--- src/rtl/sha256d_nonce_sched.sv ---
// Nonce sweep scheduler for an external SHA-256d hasher: serves header words
// plus the byte-swapped nonce on request and checks each result for leading zero bits.
module sha256d_nonce_sched #(
  parameter int unsigned HDR_WORDS = 19
) (
  input  logic         clk,
  input  logic         rst,
  input  logic         hdr_we,
  input  logic [4:0]   hdr_addr,
  input  logic [31:0]  hdr_wdata,
  input  logic         go,
  input  logic         stop,
  input  logic [31:0]  nonce_first,
  input  logic [31:0]  nonce_last,
  input  logic [7:0]   zbits,
  output logic         h_start,
  output logic         h_rdy,
  output logic [31:0]  h_data,
  input  logic         h_rq,
  input  logic [4:0]   h_addr,
  input  logic         h_done,
  input  logic [255:0] h_hash,
  output logic         busy,
  output logic         found,
  output logic         exhausted,
  output logic         stopped,
  output logic [31:0]  found_nonce,
  output logic [31:0]  cur_nonce
);

  typedef enum logic [1:0] {IDLE, LAUNCH, SERVE, CHECK} state_t;

  state_t         state, state_d;
  logic [31:0]    hdr [HDR_WORDS];
  logic [255:0]   hash_q;
  logic           abort_q, abort_d;
  logic           rq_q;
  logic           busy_d, found_d, exh_d, stopped_d;
  logic [31:0]    cur_d, fnonce_d;
  logic           serve, capture, match;
  logic [255:0]   zmask;
  logic [31:0]    word;

  // Mask covers the top zbits bits of the hash; zbits==0 yields an empty mask.
  assign zmask = ~({256{1'b1}} >> zbits);
  assign match = (hash_q & zmask) == '0;

  always_comb begin
    word = '0;
    if (32'(h_addr) < HDR_WORDS)
      word = hdr[h_addr];
    else if (32'(h_addr) == HDR_WORDS)
      word = {cur_nonce[7:0], cur_nonce[15:8], cur_nonce[23:16], cur_nonce[31:24]};
  end

  always_ff @(posedge clk) begin
    if (rst) begin
      for (int unsigned i = 0; i < HDR_WORDS; i++) hdr[i] <= '0;
    end else if (hdr_we && !busy && 32'(hdr_addr) < HDR_WORDS) begin
      hdr[hdr_addr] <= hdr_wdata;
    end
  end

  always_comb begin
    state_d   = state;
    busy_d    = busy;
    found_d   = found;
    exh_d     = exhausted;
    stopped_d = stopped;
    abort_d   = abort_q;
    cur_d     = cur_nonce;
    fnonce_d  = found_nonce;
    serve     = 1'b0;
    capture   = 1'b0;
    h_start   = 1'b0;
    if (busy && stop) abort_d = 1'b1;
    case (state)
      IDLE: begin
        if (go) begin
          state_d   = LAUNCH;
          cur_d     = nonce_first;
          found_d   = 1'b0;
          exh_d     = 1'b0;
          stopped_d = 1'b0;
          abort_d   = 1'b0;
          busy_d    = 1'b1;
        end
      end
      LAUNCH: begin
        h_start = 1'b1;
        state_d = SERVE;
      end
      SERVE: begin
        serve = h_rq && !rq_q;
        if (h_done) begin
          capture = 1'b1;
          state_d = CHECK;
        end
      end
      CHECK: begin
        // A match wins over a pending abort so a found nonce is never discarded.
        if (match) begin
          found_d  = 1'b1;
          fnonce_d = cur_nonce;
          busy_d   = 1'b0;
          state_d  = IDLE;
        end else if (abort_q) begin
          stopped_d = 1'b1;
          busy_d    = 1'b0;
          state_d   = IDLE;
        end else if (cur_nonce == nonce_last) begin
          exh_d   = 1'b1;
          busy_d  = 1'b0;
          state_d = IDLE;
        end else begin
          cur_d   = cur_nonce + 32'd1;
          state_d = LAUNCH;
        end
      end
      default: state_d = IDLE;
    endcase
  end

  always_ff @(posedge clk) begin
    if (rst) begin
      state       <= IDLE;
      busy        <= 1'b0;
      found       <= 1'b0;
      exhausted   <= 1'b0;
      stopped     <= 1'b0;
      abort_q     <= 1'b0;
      rq_q        <= 1'b0;
      h_rdy       <= 1'b0;
      h_data      <= '0;
      hash_q      <= '0;
      cur_nonce   <= '0;
      found_nonce <= '0;
    end else begin
      state       <= state_d;
      busy        <= busy_d;
      found       <= found_d;
      exhausted   <= exh_d;
      stopped     <= stopped_d;
      abort_q     <= abort_d;
      rq_q        <= h_rq;
      h_rdy       <= serve;
      cur_nonce   <= cur_d;
      found_nonce <= fnonce_d;
      if (serve) h_data <= word;
      if (capture) hash_q <= h_hash;
    end
  end

endmodule

--- config.mk ---
export PLATFORM = sky130hd
export DESIGN_NAME = sha256d_nonce_sched
export DESIGN_NICKNAME = d
export VERILOG_FILES = /design/src/rtl/sha256d_nonce_sched.sv
export SDC_FILE = /design/constraint.sdc
export NUM_CORES = 2
export LEC_CHECK = 0
export ABC_AREA = 1
export BUFFER_PORTS_ARGS = -buffer_cell sky130_fd_sc_hd__buf_2
export CAP_MARGIN = 30
export CORE_ASPECT_RATIO = 0.5
export CORE_MARGIN = 2
export CORE_UTILIZATION = 50
export DETAILED_ROUTE_END_ITERATION = 7
export GPL_TIMING_DRIVEN = 0
export PLACE_DENSITY = 0.78
export SYNTH_ARGS = -nofsm -noshare
export SYNTH_HDL_FRONTEND = slang
export SYNTH_SLANG_ARGS = --single-unit
--- constraint.sdc ---
create_clock -name clk -period 5.8 [get_ports clk]
set_clock_uncertainty 0.1 [all_clocks]
set_input_delay 1.74 -clock clk [delete_from_list [all_inputs] [get_ports clk]]
set_output_delay 1.74 -clock clk [all_outputs]
set_load 0.02 [all_outputs]
After elaboration in Yosys (flattened, before gate mapping)

Memory sizes are Yosys's and may differ from the RTL's.
Index checks and enable logic that the tools add are counted.
Widths: inputs -> output; s select.

Reduce and logical (&&, ||, !) cells: 17
Equal/unequal tests: 14
Magnitude comparators: 2
Shift operators: 1
Add/subtract/negate cells: 1
Multiplexer cells: 43
Bitwise logic cells: 2

Operator list:

| kind                    | number |
|---|---|
| $and 256x256->256       | 1 |
| $logic_not 256->1       | 1 |
| $not 256->256           | 1 |
| $shr 256x8->256 const A | 1 |
| $mux 32                 | 7 |
| $pmux 32 s2             | 1 |
| $add 32x1->32 const B   | 1 |
| $eq 32x32->1            | 1 |
| $reduce_or 32->1        | 1 |
| $mux 1                  | 27 |
| $ne 2x2->1 const B      | 8 |
| $lt 5x5->1 const B      | 2 |
| $reduce_and 5->1        | 2 |
| $pmux 1 s2              | 4 |
| $pmux 2 s4              | 1 |
| $reduce_and 3->1        | 2 |
| $eq 5x5->1 const B      | 1 |
| $mux 5                  | 1 |
| $eq 2x2->1 const B      | 2 |
| $logic_and 1x1->1       | 4 |
| $mux 2                  | 2 |
| $ne 4x4->1 const B      | 1 |
| $reduce_and 2->1        | 2 |
| $reduce_and 4->1        | 1 |
| other kinds (4)         | 5 |

Output and inout bits: 102
Flip-flop bits (word level): 361
Memories: 1
RAM bits: 608
Input bits: 377
Word-level logic and storage cells: 93

Memory list:

| memory | depth | bits a word | read ports | clocked after memory_dff | wr ports | line | source |
|---|---|---|---|---|---|---|---|
| hdr    | 19    | 32          | 1          | 0                        | 19       | 34   | `logic [31:0] hdr [HDR_WORDS];` |

Longest topological paths before layout

Depth in word-level cells: 8
Depth in mapped cells: 21
Depth with buffers taken out: 18

Worst setup path before layout

No wires, ideal clock.

Path kind: input port to flip-flop
Start: input port hdr_addr[0]
End: memory hdr[0][0] (enable)
Setup slack: 1,360 ps
Stages: 10
Required time: 5,311 ps
Buffers on the path: 1
Library setup time: 389 ps
Arrival time: 3,950 ps
Cells stage by stage: nand2_1 inv_1 o31ai_1 nand3_1 inv_1 nand2_1 nor3_1 nand2_1 clkbuf_1 nand2_1

RTL lines:

| element            | line | source |
|---|---|---|
| start: declaration | 9    | `input logic [4:0] hdr_addr,` |
| end: declaration   | 34   |  |

==> results.md <==
- Post-DR wirelength/cell: roughly 28 um
- Final Cell Area: between 50000 and 60000 sq um
- Largest net degree at the start of global routing: 33
- Post-Synthesis Cells: 5424
- Crit path cell chain: clkbuf_1, clkinv_1, nand3_1, inv_1, nand2_1, nor3_1, nand2_1, clkbuf_1, nand2_1, buf_16
- Grt total ovfl: 0
- Fin cells: 7315
- First-pass GRT wire length: approximately 280000 um
- Max rail drop VDD: between 0.3 and 0.4 mV
- DP HPWL: between 150000 and 200000 um
- Final hold violation count: 0
- Root buffer cell: clkbuf_16
- Synth Cell Area: between 40000 and 50000 sq um
- Post-CTS Setup Inserts: 0
- Worst skew pair latency: 0.74 ns
- First DRT Iteration DRCs: between 7000 and 8000
- Post-synth top flop: edfxtp_1
- Yosys cell types: 39
- Worst Hold Class: reg2reg
- Asr flop ratio synth: 0
- Total vias in the final route: 44100
- Slew at the pin with the worst max-slew slack: about 1.1 ns
- Final period util: 0.983
- Routed wire length: about 200000 um
- CP top delay family: buffers and inverters
- Slowest stage cell, crit path: clkinv_1
- Multi-input logic area: around 17000 sq um
- TritonCTS clock tree: yes
- RSZ-0062 raised after global routing: false
- Max-cap violation count: 0
- Seq/Total Area, Yosys: 0.572
- Arrival time at the worst endpoint: between 6 and 7 ns
- Synth Register Bits: 1000
- Leakage power figure: between 20 and 25 nW
- Die W: ~430 um
- Placed cell area: about 50000 sq um
- Antenna-violating nets left: 0
- Yosys top cell area share: 0.400
- Final Hold Slack: 0.360 ns
- Power, Total: 19.0 mW
- Crit path buf inv count: 5
- Placeable Area: between 90000 and 100000 sq um
- Setup Crit Path Kind: in2reg
- Initial Util: 0.504
- Commonest non-fill, non-tap cell in the layout: nor2_1
- Final core utilization: 0.585
- Filler cells: roughly 8100
- PortBufs: 470
- Clock Sinks: 1000
- Total Routing Usage GR: 0.421
- Cell mode on critical path: nand2_1
- CP peak stage delay: 0.84 ns
- Critical Path Fanout Max: 17
- Rel. slew slack: 0.275
- Die H: 218 um
- Final #Nets: 6416
- Layout area overhead: 16.0%
- CTS max path bufs: 3
- CP Data Required Time: roughly 6.2 ns
- Run status: finished, final reports clean
- Initial antenna violation count: 16
- Max Slew Vio Count: 0
- Cell Pwr Density: between 300 and 400 nW/um^2
- I/O pin cnt: roughly 480
- Post-cts sizing count: 0
- Placed cells: 7138
- Syn. warnings: 0
- DRT Pass-1 Iters: 7
- Vias in the first global route: between 40000 and 50000
- Syn Area/Cell: 8.41 sq um
- Cts bufs inserted: 90
- Worst-path clk slew: 0.07 ns
- DRC: 0
- Max H-tree Level: 3
- Max Clock Freq: approximately 180 MHz
- Post-synth top area cell: edfxtp_1
- Row count: 78
- Register Area: 26100 sq um
- Startpoint class of the critical path: input port
- Synth top area cells: edfxtp_1, dfxtp_1, nor2_1, o21ai_0, nand2_1
- Die area: ~94000 sq um
- Post-CTS Hold Fix Bufs: 0
- Post-synth EDFFs: slightly above 600
- Most frequent cells in the layout: nor2_1, nand2_1, o21ai_0
- Final setup viols: 0
- Critical path capture point type: flip-flop
- Placer Congestion: between 1 and 1.5
- Share of layout cells above drive strength 1: 0.116
- Min cycle time layout: about 5.7 ns
- DR vias/cell: ~6
registers in the layout, indices dropped and copies added (netlist names):
register,flops
found,1
cur_nonce,32
h_rdy,1
abort_q,1
rq_q,1
exhausted,1
stopped,1
busy,1
hdr,640
h_data,32
state,2
hash_q,255
found_nonce,32
report_power, final:
part           total (mW)  switching (mW)  leakage (nW)  internal [mW]
Combinational        4.00            2.85          9.51           1.15
Sequential           8.82           0.636          9.47           8.19
Clock                6.21            2.93          1.41           3.28
Total                19.0            6.42          20.4           12.6
stage by stage:
stage / setup slack (ns) / TNS (ns)
3_3_place_gp: -0.865 / -409.05
2_1_floorplan: 1.36 / 0
4_1_cts: 0.199 / 0
3_5_place_dp: -0.553 / -150.16
5_1_grt: 0.148 / 0
6_report: 0.0980 / 0
cells in the mapped netlist, types with 7 or more instances:
| cell type | n |
|---|---|
| nor2_1 | 1560 |
| o221ai_1 | 77 |
| nor3_1 | 28 |
| edfxtp_1 | 608 |
| o22ai_1 | 78 |
| nand3_1 | 246 |
| nand4_1 | 123 |
| clkbuf_1 | 321 |
| inv_1 | 187 |
| buf_2 | 35 |
| or2_2 | 13 |
| o21ai_0 | 657 |
| o211ai_1 | 21 |
| xnor2_1 | 19 |
| inv_2 | 9 |
| mux2i_1 | 7 |
| nand2_1 | 773 |
| buf_1 | 48 |
| clkinv_1 | 8 |
| dfxtp_1 | 392 |
| o21ai_1 | 17 |
| a21oi_1 | 91 |
| a31oi_1 | 35 |
| buf_4 | 11 |
| xor2_1 | 23 |
cell families after synthesis:
kind of cell    after synthesis  synth area share
simple gates               2764             0.244
flops                      1000             0.572
compound gates              984             0.119
buf+inv                     620            0.0529
xor+xnor                     42           0.00807
mux                           7           0.00154
fa+ha+maj                     6           0.00165
other cells                   1         0.0000822
worst paths after layout:
path | end | start | cells past startpoint | slack [ns]
setup / recovery | hdr[2][3] | rst | 10 | 0.1
hold reg to reg | h_rdy | rq_q | 1 | 0.36
setup reg to reg | hdr[2][3] | busy | 9 | 1.33
hold / removal | h_rdy | rq_q | 1 | 0.36
area by class of cell:
class | instances | area share
clock inverters | 54 | 0.0107
plain buffers | 416 | 0.0311
clock buffers | 112 | 0.0451
well taps | 1200 | 0.0284
multi-input cells | 3835 | 0.326
flip-flops and latches | 1000 | 0.493
inverters | 204 | 0.0145
diodes | 8 | 0.000378
repair buffers | 486 | 0.0510
per-layer routing:
layer | share of wire | GRT usage | vias up
met5 | 0.00030 | 0 | -
met4 | 0.055 | 0.202 | 10
met3 | 0.12 | 0.108 | 544
met2 | 0.44 | 0.655 | 3000
met1 | 0.38 | 0.552 | 21000
li1 | - | - | 19500
(Power assumes the default switching activity.)
